<file path="config.mk">
export PLATFORM = sky130hd
export DESIGN_NAME = mac_combiner_pipe
export DESIGN_NICKNAME = d
export VERILOG_FILES = /design/src/rtl/mac_combiner_pipe.sv
export SDC_FILE = /design/constraint.sdc
export NUM_CORES = 1
export LEC_CHECK = 0
export CAP_MARGIN = 5
export CELL_PAD_IN_SITES_DETAIL_PLACEMENT = 2
export CELL_PAD_IN_SITES_GLOBAL_PLACEMENT = 2
export CORE_MARGIN = 4
export CORE_UTILIZATION = 30
export CTS_BUF_LIST = sky130_fd_sc_hd__clkbuf_8
export DETAILED_ROUTE_END_ITERATION = 7
export GPL_TIMING_DRIVEN = 0
export HOLD_SLACK_MARGIN = 0.06
export PLACE_DENSITY_LB_ADDON = 0.08
export SYNTH_ARGS = -nofsm -noshare
export SYNTH_HDL_FRONTEND = slang
export SYNTH_SLANG_ARGS = --single-unit
</file>
<file path="constraint.sdc">
create_clock -name clk -period 15.77 [get_ports clk]
set_input_delay 3.154 -clock clk [delete_from_list [all_inputs] [get_ports clk]]
set_output_delay 3.154 -clock clk [all_outputs]
set_load 0.005 [all_outputs]
</file>
<file path="src/rtl/mac_combiner_pipe.sv">
// Two-stage partial-product combiner: merges groups of 2^cfg lanes into wide
// results (shift-by-MIN_WIDTH and add) with valid/ready flow and a global stall.
module mac_combiner_pipe #(
  parameter int unsigned LANES     = 4,
  parameter int unsigned MIN_WIDTH = 8,
  parameter int unsigned ACC_WIDTH = 32,
  parameter int unsigned CFG_W     = 2
) (
  input  logic                       clk,
  input  logic                       rst,
  input  logic                       en,
  input  logic                       in_valid,
  output logic                       in_ready,
  input  logic [CFG_W-1:0]           cfg,
  input  logic [LANES*ACC_WIDTH-1:0] partial,
  output logic                       out_valid,
  input  logic                       out_ready,
  output logic [LANES*ACC_WIDTH-1:0] out,
  output logic                       out_err
);

  localparam int unsigned TOT_W = LANES * ACC_WIDTH;
  localparam int unsigned LOG2L = $clog2(LANES);

  logic               s1_valid;
  logic [TOT_W-1:0]   s1_partial;
  logic [CFG_W-1:0]   s1_cfg;
  logic               s2_free;
  logic               s1_move;
  logic               accept;
  logic [TOT_W-1:0]   comb_sum;
  logic               comb_err;
  logic [TOT_W-1:0]   acc;
  logic [TOT_W-1:0]   mask;
  int unsigned        eff;

  assign s2_free  = !out_valid || out_ready;
  assign in_ready = !s1_valid || s2_free;
  assign accept   = en && in_valid && in_ready;
  assign s1_move  = en && s1_valid && s2_free;

  // Group math on the stage-1 beat; reserved cfg falls back to pass-through.
  always_comb begin
    comb_err = (32'(s1_cfg) > LOG2L);
    eff      = comb_err ? 32'd0 : 32'(s1_cfg);
    comb_sum = '0;
    acc      = '0;
    mask     = '0;
    for (int unsigned c = 0; c <= LOG2L; c++) begin
      if (c == eff) begin
        for (int unsigned g = 0; g < (LANES >> c); g++) begin
          acc = '0;
          for (int unsigned j = 0; j < (32'd1 << c); j++) begin
            acc = acc + (TOT_W'(s1_partial[(g * (32'd1 << c) + j) * ACC_WIDTH +: ACC_WIDTH])
                         << (j * MIN_WIDTH));
          end
          mask     = {TOT_W{1'b1}} >> (TOT_W - (ACC_WIDTH << c));
          comb_sum = comb_sum | ((acc & mask) << (g * (ACC_WIDTH << c)));
        end
      end
    end
  end

  // Pipeline registers; rst wins over en, en=0 freezes everything.
  always_ff @(posedge clk) begin
    if (rst) begin
      s1_valid   <= 1'b0;
      s1_partial <= '0;
      s1_cfg     <= '0;
      out_valid  <= 1'b0;
      out        <= '0;
      out_err    <= 1'b0;
    end else if (en) begin
      if (accept) begin
        s1_valid   <= 1'b1;
        s1_partial <= partial;
        s1_cfg     <= cfg;
      end else if (s1_move) begin
        s1_valid <= 1'b0;
      end
      if (s1_move) begin
        out_valid <= 1'b1;
        out       <= comb_sum;
        out_err   <= comb_err;
      end else if (out_valid && out_ready) begin
        out_valid <= 1'b0;
      end
    end
  end

endmodule

</file>
Word-level counts from Yosys, hierarchy flattened
Index checks and enable logic that the tools add are counted.

word-level totals
  register bits after elaboration = 261
  logic and storage cells = 43
  memories = 0
  latch bits = 0
  memory bits (read-only) = 0
  memory bits (writable) = 0

operators by class
  $mul = 0
  add/sub/neg operators = 4
  $lt $le $gt $ge = 1
  div/mod/pow operators = 0
  bitwise operators = 6
  reduce and logical (&&, ||, !) cells = 16
  shift operators = 0
  multiplexer cells = 8
  equal/unequal tests = 2

operator list
  operator                                                         number
  128-bit 2-to-1 mux                                               3
  128-bit by 105-bit OR with 128-bit output                        1
  128-bit by 57-bit OR with 128-bit output                         1
  128-bit by 64-bit OR with 128-bit output                         1
  96-bit by 128-bit OR with 128-bit output                         1
  64-bit by 96-bit OR with 96-bit output                           1
  32-bit by 40-bit adder with 41-bit output                        2
  32-bit by 64-bit OR with 64-bit output                           1
  49-bit by 56-bit adder with 57-bit output                        1
  41-bit by 48-bit adder with 49-bit output                        1
  32-bit zero test                                                 1
  2-bit AND reduction                                              4
  1-bit logical AND                                                5
  1-bit 2-to-1 mux                                                 4
  2-bit nonzero test                                               2
  1-bit by 2-bit == test with 1-bit output (first input constant)  1
  2-bit == test (first input constant)                             1
  2-bit greater-than comparator (second input constant)            1
  1-bit zero test                                                  2
  1-bit logical OR                                                 2
  2-bit 2-to-1 mux                                                 1

Depth between registers and ports, before layout
Gate-level depths: netlist (run 1).

  word-level depth = 9
  depth in mapped cells = 21

Least setup slack after synthesis (run 1)
Ideal clock, no wire load.

  path type = input -> output
  start = input port out_ready
  end = output port in_ready
  data arrival time = 3.402 ns
  required time = 12.616 ns
  stages = 2
  slack = 9.214 ns
  path buffers = 0
  cell sequence = nor2b_1 > nand2_1

on the way
  cells in the longest elaborated chain, start to end = 2

RTL lines
  item              RTL line  RTL
  from (decl)       17        input logic out_ready,
  1-bit logical OR  37        assign s2_free = !out_valid || out_ready;
  1-bit logical OR  38        assign in_ready = !s1_valid || s2_free;
  to (decl)         13        output logic in_ready,

Every way passes these cells.

Final worst setup path (run 1)
Ends and elaborated chain as after synthesis.

==> results of run 1 <==
-- per-stage QoR --
| stage | hold slack (ps) | worst slack [ps] | std cells | utilization |
|---|---|---|---|---|
| 2_1_floorplan | 437 | 9210 | 1885 | - |
| 3_3_place_gp | 438 | 8250 | 2813 | 0.374 |
| 3_5_place_dp | 452 | 8230 | 2813 | 0.374 |
| 4_1_cts | 460 | 8220 | 2896 | 0.394 |
| 5_1_grt | 475 | 8160 | 2896 | 0.394 |
| 6_report | 453 | 8230 | 2897 | 0.394 |
-- synthesized netlist by cell type (all sizes together) (7+ instances only) --
cell,count
nand2,381
a21oi,292
dfxtp,261
nor2,117
clkbuf,113
ha,91
nor3,67
nand3,66
o21ai,63
xnor2,58
a221oi,49
a21o,38
fa,26
a211oi,25
xor2,25
inv,23
and3,15
o21a,12
a31oi,11
nand2b,10
o21bai,10
and2,9
nor2b,9
buf,8
nand4,8
nor4,7
or3,7
-- worst max path at each step --
| stage | endpoint | from | cells after the start |
|---|---|---|---|
| 6_report | in_ready | out_ready | 4 |
| 2_1_floorplan | in_ready | out_ready | 2 |
| 3_5_place_dp | in_ready | out_ready | 4 |
| 4_1_cts | in_ready | out_ready | 4 |
| 5_1_grt | in_ready | out_ready | 4 |
| 3_3_place_gp | in_ready | out_ready | 4 |
-- area by class of cell --
type | count | area share
sequential | 261 | 0.271
multi-input combinational | 1479 | 0.471
timing repair buffer | 264 | 0.137
clock inverter | 22 | 0.00591
antenna | 1 | 0.000130
inverter | 24 | 0.00468
buffer | 121 | 0.0236
clock buffer | 61 | 0.0436
tap | 664 | 0.0431
-- cell families after synthesis --
group                      count (synthesis)
AOI/OAI and AO/OA                        571
DFF                                      261
adders and majority gates                117
xor gates and xnor gates                  83
buffers and inverters                    145
and+or+nand+nor                          707
muxes                                      1
-- registers in the layout, summed over array words and instances, names as in the netlist --
register	cells
s1_cfg	2
out	128
s1_valid	1
s1_partial	128
out_valid	1
out_err	1
-- where the power goes --
part | internal, mW | leakage [nW] | switching, mW
Combinational | 0.114 | 4.71 | 0.174
Clock | 0.347 | 0.551 | 0.323
Sequential | 0.685 | 2.12 | 0.0360
Total | 1.15 | 7.39 | 0.533
-- worst max-delay path, delay by kind of cell --
kind          cells  cell delay (ps)
buf+inv           2              900
simple gates      2              330
-- routing by layer --
metal | global-route usage | up-vias | wire [um]
met5 | 0 | - | 7
met4 | 0.0779 | 2 | 2090
met3 | 0.0521 | 105 | 4140
met2 | 0.477 | 424 | 36700
met1 | 0.352 | 7961 | 32800
li1 | - | 7329 | -
-- cells in the final DEF (no fill, tap or decap), drive strengths merged, types with 49 or more instances in the layout --
| cell type | netlist | final |
|---|---|---|
| a21oi | 292 | 292 |
| nor3 | 67 | 67 |
| o21ai | 63 | 63 |
| dfxtp | 261 | 261 |
| clkbuf | 113 | 174 |
| xnor2 | 58 | 58 |
| nor2 | 117 | 117 |
| ha | 91 | 91 |
| nand3 | 66 | 66 |
| a221oi | 49 | 49 |
| clkdlybuf4s50 | 0 | 264 |
| nand2 | 381 | 381 |
==> results by group, run 1 <==
CTS
  • Post-CTS setup buffer count: 0
  • H-tree levels: 2
  • # resized after CTS: 0
  • Clock buffer depth: 3
  • Hold buffer count at CTS: 0
  • CTS buffer count: 49
  • Clk_lat worst skew: 660 ps
  • CTS tree: yes
  • CTS sink count: 261
  • Reg clk slew, reported paths: 50 ps
  • Root Buffer: clkbuf_8

Synthesis
  • Multiplexer share of the synthesized area: 0.000675
  • Syn Nets: 2,137
  • Top cell type by total area after synthesis: dfxtp_1
  • Post-Synth Adder-Cell Area: 0.112
  • Mapped Area: 0.0148 mm^2
  • Post-Syn Area per Cell: 7.87 um^2
  • Syn Inst Count: 1,885
  • Post-synth top area share: 0.352
  • Main combinational cell family by area after synthesis: compound AO/OA/AOI/OAI gates
  • Async S/R FF share, synth: 0
  • FF+latch count, synth: 261
  • Seq/Total Area, Yosys: 0.352
  • Leading post-synthesis cells by cell area: dfxtp_1 (35%), a21oi_1 (9.8%), nand2_1 (9.6%)
  • Post-synthesis simple-gate area fraction: 0.205
  • Yosys warns: 0
  • Number of synthesized flops with an enable pin: 0
  • Xor/xnor share of the synthesized area: 0.0490
  • Synth cell types: 71
  • Most used DFF post-synth: dfxtp_1
  • Compound-cell area share of the yosys netlist: 0.245

Global routing
  • GRT Residual Overflow: 0
  • Antenna violations before repair: 5
  • Vias in the first global route: 16.9k
  • Global-route wire length before repair: 110,000 um
  • Total Routing Usage GR: 0.276
  • Largest net degree at the start of global routing: 15

Finish
  • Post-route design area: 0.0193 mm^2
  • Share of cells above drive strength 1: 0.0403
  • Seq. cell area: 0.00523 mm^2
  • Footprint of the multi-input gates: 0.00907 mm^2
  • Area Overhead vs Synth: 29.8%
  • Filler cell count in the final layout: 5,679
  • Final nets: 2,452

Worst setup path
  • Critical path launch point type: input port
  • Crit Path Class: input port to primary output
  • Cell mode on critical path: clkdlybuf4s50_1
  • RR Startpoint: s1_partial[35]$_SDFFE_PP0P_
  • Critical Path, Cell by Cell: clkdlybuf4s50_1, nor2b_1, nand2_1, clkdlybuf4s50_1
  • Critical Path End Type: primary output
  • Reg-to-Reg End: out[49]$_SDFFE_PP0P_
  • Slowest-stage cell, CP: clkdlybuf4s50_1
  • R2R depth: 19
  • Critical Path RT: 12,620 ps
  • Worst R2R Setup Slack: 8740 ps
  • Arrival @ worst endpoint: 4390 ps
  • CP peak stage delay: 450 ps
  • Critical path fanouts, max: 3

Route
  • Number of vias per cell: 5.46
  • Post-Route WL: 75,700 um
  • Pre-Repair DR Iteration Count: 7
  • DRC Markers: 0
  • Routed Antenna Nets: 0
  • WL/cell: 26.1 um
  • Vias: 15.8k
  • Initial DRC count: 917

Power
  • PD cells: 87.1 mW/mm^2
  • Max VDD drop: 0.0493 mV
  • Tot Pwr: 1.68 mW
  • Pleak: 7.39 nW

Die
  • Die height: 230 um
  • Num rows: 81
  • Die area: 0.0531 mm^2
  • Core footprint: 0.0490 mm^2
  • Die Width: 230 um
  • IO Pins: 266
  • Initial core utilization: 0.303

Timing
  • Hold Violations, Final: 0
  • Slew Limit Fails: 0
  • Fin crit period: 7540 ps
  • Period utilization: 0.478
  • Worst rel slew slack: 0.198
  • Fmax: 0.133 GHz
  • Setup total negative slack: 0 ps
  • Setup-failing EPs final: 0
  • Slew at the pin with the worst max-slew slack: 1200 ps
  • RSZ-0062 raised after global routing: false
  • Worst Skew: 23.4 ps

Flow run
  • Number of max-cap violations: 0

Worst hold path
  • Hold Path Origin: out[3]$_SDFFE_PP0P_
  • Worst hold path class: flip-flop to flip-flop
  • Hold Path Stages: 2
  • Hold-critical path endpoint: out[3]$_SDFFE_PP0P_

Run status
  • Status: finished, final reports clean

Place
  • Routability cong.: 0.893
  • Final HPWL DP: 60,500 um
  • PortBufs: 264
  • Cell Area, Placed: 0.0183 mm^2
Note: power is estimated with default switching activity, not from simulation.
==> run 2: changes to the inputs <==
==> constraint.sdc (replaced) <==
create_clock -name clk -period 7 [get_ports clk]
set_input_delay 1.4 -clock clk [delete_from_list [all_inputs] [get_ports clk]]
set_output_delay 1.4 -clock clk [all_outputs]
set_load 0.005 [all_outputs]
==> run 2 against run 1 <==
  * Global-route usage unchanged
  * Die area unchanged
  * Sequential power up 120%
  * Core utilization about the same
  * Non-clock buffer count unchanged
  * Register-to-register slack worse by 8400 ps
  * Routed wire length about the same
  * Clock skew down 1.1 ps
  * Worst setup slack worse by 7800 ps
  * Count of clock-buffer cells in the layout unchanged
  * Power up 130%
  * Clock power up 130%
==> results by group, run 2 (synthesized netlist as in run 1, its figures left out) <==
Run status
  • Status: finished, final reports clean

Worst setup path
  • R2R depth: 21 (+2)
  • Arrival @ worst endpoint: 7100 ps (+2710 ps)
  • Critical Path End Type: flip-flop
  • Critical path launch point type: flip-flop
  • Critical Path RT: 7480 ps (-5140 ps)
  • Critical path fanouts, max: 6 (+3)
  • Crit Path Class: flip-flop to flip-flop

CTS
  • CTS tree: yes
  • Clock buffer depth: 3 (unchanged)
  • Post-CTS setup buffer count: 0 (unchanged)
  • CTS sink count: 261 (unchanged)
  • H-tree levels: 2 (unchanged)
  • CTS buffer count: 49 (unchanged)
  • Root Buffer: clkbuf_8
  • Reg clk slew, reported paths: 60 ps (about the same)
  • Clk_lat worst skew: 650 ps (about the same)

Global routing
  • Vias in the first global route: 16.9k (unchanged)
  • Antenna violations before repair: 5 (unchanged)
  • Total Routing Usage GR: 0.276 (unchanged)
  • Global-route wire length before repair: 110,000 um (unchanged)
  • Largest net degree at the start of global routing: 15 (unchanged)
  • GRT Residual Overflow: 0 (unchanged)

Die
  • Die area: 0.0531 mm^2 (unchanged)
  • Die height: 230 um (unchanged)
  • Core footprint: 0.0490 mm^2 (unchanged)
  • Die Width: 230 um (unchanged)
  • Initial core utilization: 0.303 (unchanged)
  • IO Pins: 266 (unchanged)
  • Num rows: 81 (unchanged)

Finish
  • Commonest non-fill, non-tap cell in the layout: nand2_1
  • Most frequent cells in the layout: nand2_1 (379), a21oi_1 (291), clkdlybuf4s50_1 (264)
  • Post-route design area: 0.0193 mm^2 (about the same)
  • Top flop regs: out (128), s1_partial (128), s1_cfg (2)
  • Final nets: 2,452 (unchanged)
  • Area Overhead vs Synth: 29.9% (about the same)
  • Filler cell count in the final layout: 5,676 (-0.053%)
  • Final Util: 0.394 (about the same)
  • Share of cells above drive strength 1: 0.0412 (+0.000896)
  • Non-Filler Instances: 2,897 (unchanged)

Route
  • Initial DRC count: 902 (-1.6%)
  • Number of vias per cell: 5.43 (-0.54%)
  • Post-Route WL: 75,600 um (about the same)
  • Routed Antenna Nets: 0 (unchanged)
  • Vias: 15.7k (-0.54%)
  • WL/cell: 26.1 um (about the same)
  • Pre-Repair DR Iteration Count: 5 (-2)
  • DRC Markers: 0 (unchanged)

Flow run
  • Number of max-cap violations: 0 (unchanged)

Place
  • Final HPWL DP: 60,500 um (unchanged)
  • Dpl cells: 2,813 (unchanged)
  • PortBufs: 264 (unchanged)
  • Routability cong.: 0.893 (unchanged)
  • Cell Area, Placed: 0.0183 mm^2 (unchanged)
  • Placement Setup Slack: 275 ps (-7960 ps)

Timing
  • Period utilization: 0.945
  • Fmax: 0.151 GHz
  • Setup total negative slack: 0 ps (unchanged)
  • RSZ-0062 raised after global routing: false
  • Slew Limit Fails: 0 (unchanged)
  • Setup-failing EPs final: 0 (unchanged)
  • Fin crit period: 6610 ps
  • Hold Violations, Final: 0 (unchanged)
  • Worst rel slew slack: 0.193 (-0.00417)
  • Worst Setup Slack, final: 387 ps (-7840 ps)
  • Worst Skew: 22.3 ps (-1.14 ps)
  • Slew at the pin with the worst max-slew slack: 1210 ps (+6.26 ps)

Power
  • Pleak: 7.39 nW (about the same)
  • Max VDD drop: 0.111 mV (+130%)
  • PD cells: 196 mW/mm^2 (+130%)

Worst hold path
  • Worst hold path class: flip-flop to flip-flop
  • Hold Path Stages: 2 (unchanged)
## run 2: cell counts in the layout (fill, tap and decap cells not counted)
Identical to the previous run, type by type.
## run 2: repair_timing
| item | in CTS | in global routing |
|---|---|---|
| hold endpoints to repair | 0 | 0 |
| gates resized for setup | 0 | 2 |
| hold buffers | 0 | 0 |
| setup endpoints to repair | 0 | 2 |
## run 2: path summary, 6_finish.rpt
path / from / to / slack (ps)
setup / recovery: s1_partial[32]$_SDFFE_PP0P_ / out[49]$_SDFFE_PP0P_ / 390
setup reg to reg: s1_partial[32]$_SDFFE_PP0P_ / out[49]$_SDFFE_PP0P_ / 390
hold reg to reg: out[3]$_SDFFE_PP0P_ / out[3]$_SDFFE_PP0P_ / 450
hold / removal: out[3]$_SDFFE_PP0P_ / out[3]$_SDFFE_PP0P_ / 450
## run 2: stage by stage
| step | hold WS (ps) | total power, mW |
|---|---|---|
| 4_1_cts | 460 | 3.82 |
| 6_report | 453 | 3.78 |
| 3_5_place_dp | 452 | 2.30 |
| 2_1_floorplan | 437 | 1.95 |
| 5_1_grt | 475 | 3.95 |
| 3_3_place_gp | 438 | 2.28 |
## run 2: power breakdown
| group | leakage (nW) | switching [mW] | internal [mW] |
|---|---|---|---|
| clock network | 0.551 | 0.726 | 0.781 |
| registers | 2.12 | 0.0808 | 1.54 |
| logic | 4.71 | 0.391 | 0.256 |
## run 2: routing by layer
layer,track usage,wire [um],vias to the layer above
met5,0,7,-
met4,0.0779,2090,2
met3,0.0521,4260,105
met2,0.477,36700,417
met1,0.352,32600,7887
li1,-,-,7324
## run 2: critical path: stages (launching register included)
cell      delay (ps)
dfxtp_1          480
ha_1             270
fa_1             230
a21o_1           220
a221oi_2         130
a211oi_2         450
o311ai_4         170
a221oi_4         490
o21a_4           240
nand3_1          100
xnor2_1          380
fa_1             500
ha_1             400
a21oi_1          210
o21ai_0          170
or2_2            350
a211oi_2         410
o311a_1          300
o31ai_4          140
xor2_1           210
a221oi_1         520
nor3_1            80
## run 2: cell type report
type / count / area, um^2 / area share
multi-input combinational: 1479 / 9080 / 0.471
sequential: 261 / 5230 / 0.271
timing repair buffer: 264 / 2640 / 0.137
clock buffer: 61 / 840 / 0.0435
tap: 664 / 831 / 0.0431
buffer: 121 / 454 / 0.0236
clock inverter: 22 / 114 / 0.00591
inverter: 24 / 90.1 / 0.00467
antenna: 1 / 2.50 / 0.000130
==> run 3: changes to the inputs <==
--- a/config.mk
+++ b/config.mk
@@ -12,6 +12,7 @@
 export CORE_UTILIZATION = 30
 export CTS_BUF_LIST = sky130_fd_sc_hd__clkbuf_8
 export DETAILED_ROUTE_END_ITERATION = 7
+export DONT_BUFFER_PORTS = 1
 export GPL_TIMING_DRIVEN = 0
 export HOLD_SLACK_MARGIN = 0.06
 export PLACE_DENSITY_LB_ADDON = 0.08
==> constraint.sdc (replaced) <==
create_clock -name clk -period 7 [get_ports clk]
set_input_delay 1.4 -clock clk [delete_from_list [all_inputs] [get_ports clk]]
set_output_delay 1.4 -clock clk [all_outputs]
set_load 0.01 [all_outputs]
==> run 3 against run 2 <==
  * Combinational power shrank 19%
  * Critical path depth shrank 1
  * Global-route usage shrank 1.1 points
  * Power shrank 1.2%
  * Final cell count shrank 8.9%
  * Routed wire length shrank 3.2%
  * Critical endpoint unchanged
  * Largest cell class unchanged
  * Largest power group unchanged
==> results by group, run 3 (synthesized netlist as in run 1, its figures left out) <==
Run status
  • Status: finished, final reports clean

Global routing
  • Antenna violations before repair: 3 (-2)
  • Global-route wire length before repair: 104,000 um (-5.5%)
  • Total Routing Usage GR: 0.265 (-0.0114)
  • GRT Residual Overflow: 0 (unchanged)
  • Largest net degree at the start of global routing: 16 (+1)
  • Vias in the first global route: 15.5k (-8.0%)

Power
  • Pleak: 6.45 nW (-13%)
  • Sequential power share: 0.438 (+0.008)
  • Sw Ratio: 0.322 (+0.00521)
  • Max VDD drop: 0.152 mV (+37%)
  • Logic pwr share: 0.140 (-0.031)
  • PD cells: 224 mW/mm^2 (+14%)
  • Internal power: 2.53 mW (-1.9%)
  • NetSw: 1.20 mW (+0.46%)
  • Clock power frac: 0.422 (+0.023)
  • Tot Pwr: 3.73 mW (-1.2%)

Finish
  • Filler cell count in the final layout: 5,742 (+1.2%)
  • Seq. cell area: 0.00523 mm^2 (unchanged)
  • Non-Filler Instances: 2,638 (-8.9%)
  • Most frequent cells in the layout: nand2_1 (379), a21oi_1 (291), dfxtp_1 (261)
  • Final Util: 0.341 (-0.0529)
  • Final nets: 2,190 (-11%)
  • Area Overhead vs Synth: 12.5%
  • Share of cells above drive strength 1: 0.0497 (+0.00845)
  • Commonest non-fill, non-tap cell in the layout: nand2_1
  • Top flop regs: out (128), s1_partial (128), s1_cfg (2)
  • Post-route design area: 0.0167 mm^2 (-13%)
  • Footprint of the multi-input gates: 0.00908 mm^2 (unchanged)

Route
  • Vias: 14.8k (-6.1%)
  • Met3 wire len: 5010 um (+18%)
  • WL/cell: 27.7 um (+6.3%)
  • Wire length on met2: 34,900 um (-5.0%)
  • Top routing layer used: met4
  • Post-Route WL: 73,200 um (-3.2%)
  • Number of vias per cell: 5.60 (+3.1%)
  • Met1 wire length: 30,900 um (-5.1%)
  • Initial DRC count: 912 (+1.1%)
  • Pre-Repair DR Iteration Count: 5 (unchanged)
  • Routed Antenna Nets: 0 (unchanged)
  • DRC Markers: 0 (unchanged)

CTS
  • Root Buffer: clkbuf_8
  • CTS sink count: 261 (unchanged)
  • CTS tree: yes
  • CTS buffer count: 51 (+4.1%)
  • Reg clk slew, reported paths: 60 ps (about the same)
  • Clock buffer depth: 3 (unchanged)
  • Post-CTS setup buffer count: 0 (unchanged)
  • Clk_lat worst skew: 680 ps (+30 ps)
  • H-tree levels: 2 (unchanged)
  • Hold buffer count at CTS: 0 (unchanged)

Die
  • IO Pins: 266 (unchanged)
  • Die height: 230 um (unchanged)
  • Core footprint: 0.0490 mm^2 (unchanged)
  • Die Width: 230 um (unchanged)
  • Die area: 0.0531 mm^2 (unchanged)
  • Num rows: 81 (unchanged)
  • Initial core utilization: 0.303 (unchanged)

Place
  • Cell Area, Placed: 0.0157 mm^2 (-14%)
  • Routability cong.: 0.871 (-2.5%)
  • Final HPWL DP: 58,200 um (-3.8%)
  • Dpl cells: 2,549 (-9.4%)
  • PortBufs: 0 (-100%)
  • Placement Setup Slack: 173 ps (-102 ps)

Timing
  • Fmax: 0.146 GHz (-3.1%)
  • Setup total negative slack: 0 ps (unchanged)
  • WHS: 460 ps (+6.63 ps)
  • Slew at the pin with the worst max-slew slack: 1260 ps (+45.2 ps)
  • Hold Violations, Final: 0 (unchanged)
  • Worst Setup Slack, final: 173 ps (-214 ps)
  • Period utilization: 0.975 (+0.0306)
  • Worst Skew: 40.5 ps (+18.3 ps)
  • Setup-failing EPs final: 0 (unchanged)
  • Slew Limit Fails: 0 (unchanged)
  • Worst rel slew slack: 0.163 (-0.0301)
  • Fin crit period: 6830 ps (+214 ps)
  • RSZ-0062 raised after global routing: false

Worst setup path
  • Worst R2R Setup Slack: 170 ps (-210 ps)
  • Top delay family on crit path: compound AO/OA/AOI/OAI gates
  • Reg-to-Reg End: out[49]$_SDFFE_PP0P_
  • Critical path fanouts, max: 6 (unchanged)
  • RR Startpoint: s1_partial[32]$_SDFFE_PP0P_
  • Slowest-stage cell, CP: a221oi_1
  • CP Depth: 20 (-4.8%)
  • Arrival @ worst endpoint: 7340 ps (+240 ps)
  • Critical Path RT: 7510 ps (+30 ps)
  • CP bufs+invs: 0 (unchanged)
  • Critical path launch point type: flip-flop
  • CP peak stage delay: 570 ps (+50 ps)
  • Critical Path End Type: flip-flop
  • R2R depth: 20 (-4.8%)
  • Critical Path, Cell by Cell: ha_1, fa_1, a21o_1, a221oi_2, a211oi_2, o311ai_4, a221oi_4, o211ai_1, xnor2_1, fa_1, ha_1, a21oi_1, o21ai_0, or2_2, a211oi_2, o311a_1, o31ai_4, xor2_1, a221oi_1, nor3_1
  • Crit Path Class: flip-flop to flip-flop

Flow run
  • Number of max-cap violations: 0 (unchanged)

Worst hold path
  • Hold Path Stages: 2 (unchanged)
  • Hold Path Origin: s1_partial[2]$_SDFFE_PP0P_
  • Worst hold path class: flip-flop to flip-flop
  • Hold-critical path endpoint: s1_partial[2]$_SDFFE_PP0P_
run 3: changes by cell type in the layout (fill, tap and decap cells not counted):
cell and delta:
inv_12 +1, clkinv_8 -1, clkdlybuf4s50_1 -264, bufinv_16 +1, inv_6 +1, clkinvlp_4 -1, clkinv_2 +5, inv_1 -1
run 3: area by class of cell:
| type | count | area share |
|---|---|---|
| multi-input cells | 1479 | 0.544 |
| plain buffers | 121 | 0.0272 |
| inverters | 24 | 0.00540 |
| flip-flops and latches | 261 | 0.313 |
| well taps | 664 | 0.0498 |
| diodes | 1 | 0.000150 |
| clock inverters | 27 | 0.00997 |
| clock buffers | 61 | 0.0503 |
run 3: timing repair:
action	in CTS	in global routing
resized for setup	0	2
setup endpoints to repair	0	3
endpoints found under the hold margin	0	0
run 3: worst max path at each step:
stage	start	to
6_report	s1_partial[32]$_SDFFE_PP0P_	out[49]$_SDFFE_PP0P_
5_1_grt	s1_partial[32]$_SDFFE_PP0P_	out[49]$_SDFFE_PP0P_
4_1_cts	s1_partial[35]$_SDFFE_PP0P_	out[49]$_SDFFE_PP0P_
3_5_place_dp	s1_partial[35]$_SDFFE_PP0P_	out[49]$_SDFFE_PP0P_
3_3_place_gp	s1_partial[34]$_SDFFE_PP0P_	out[49]$_SDFFE_PP0P_
2_1_floorplan	s1_partial[8]$_SDFFE_PP0P_	out[49]$_SDFFE_PP0P_
run 3: worst min-delay path, stage by stage (launching register included):
cell and delay [ps]:
dfxtp_1 310, nand2_1 50, a21oi_1 50
run 3: layer usage:
layer,vias to the layer above,global-route usage
li1,6811,-
met5,-,0
met3,100,0.0648
met1,7439,0.327
met2,425,0.451
met4,0,0.0904
run 3: power groups by stage:
stage	registers (mW)	logic, mW	clock network (mW)
floorplan	1.62	0.341	0
global placement	1.67	0.505	0
detailed placement	1.67	0.518	0
CTS	1.64	0.521	1.62
global route	1.64	0.572	1.69
finish	1.64	0.522	1.58
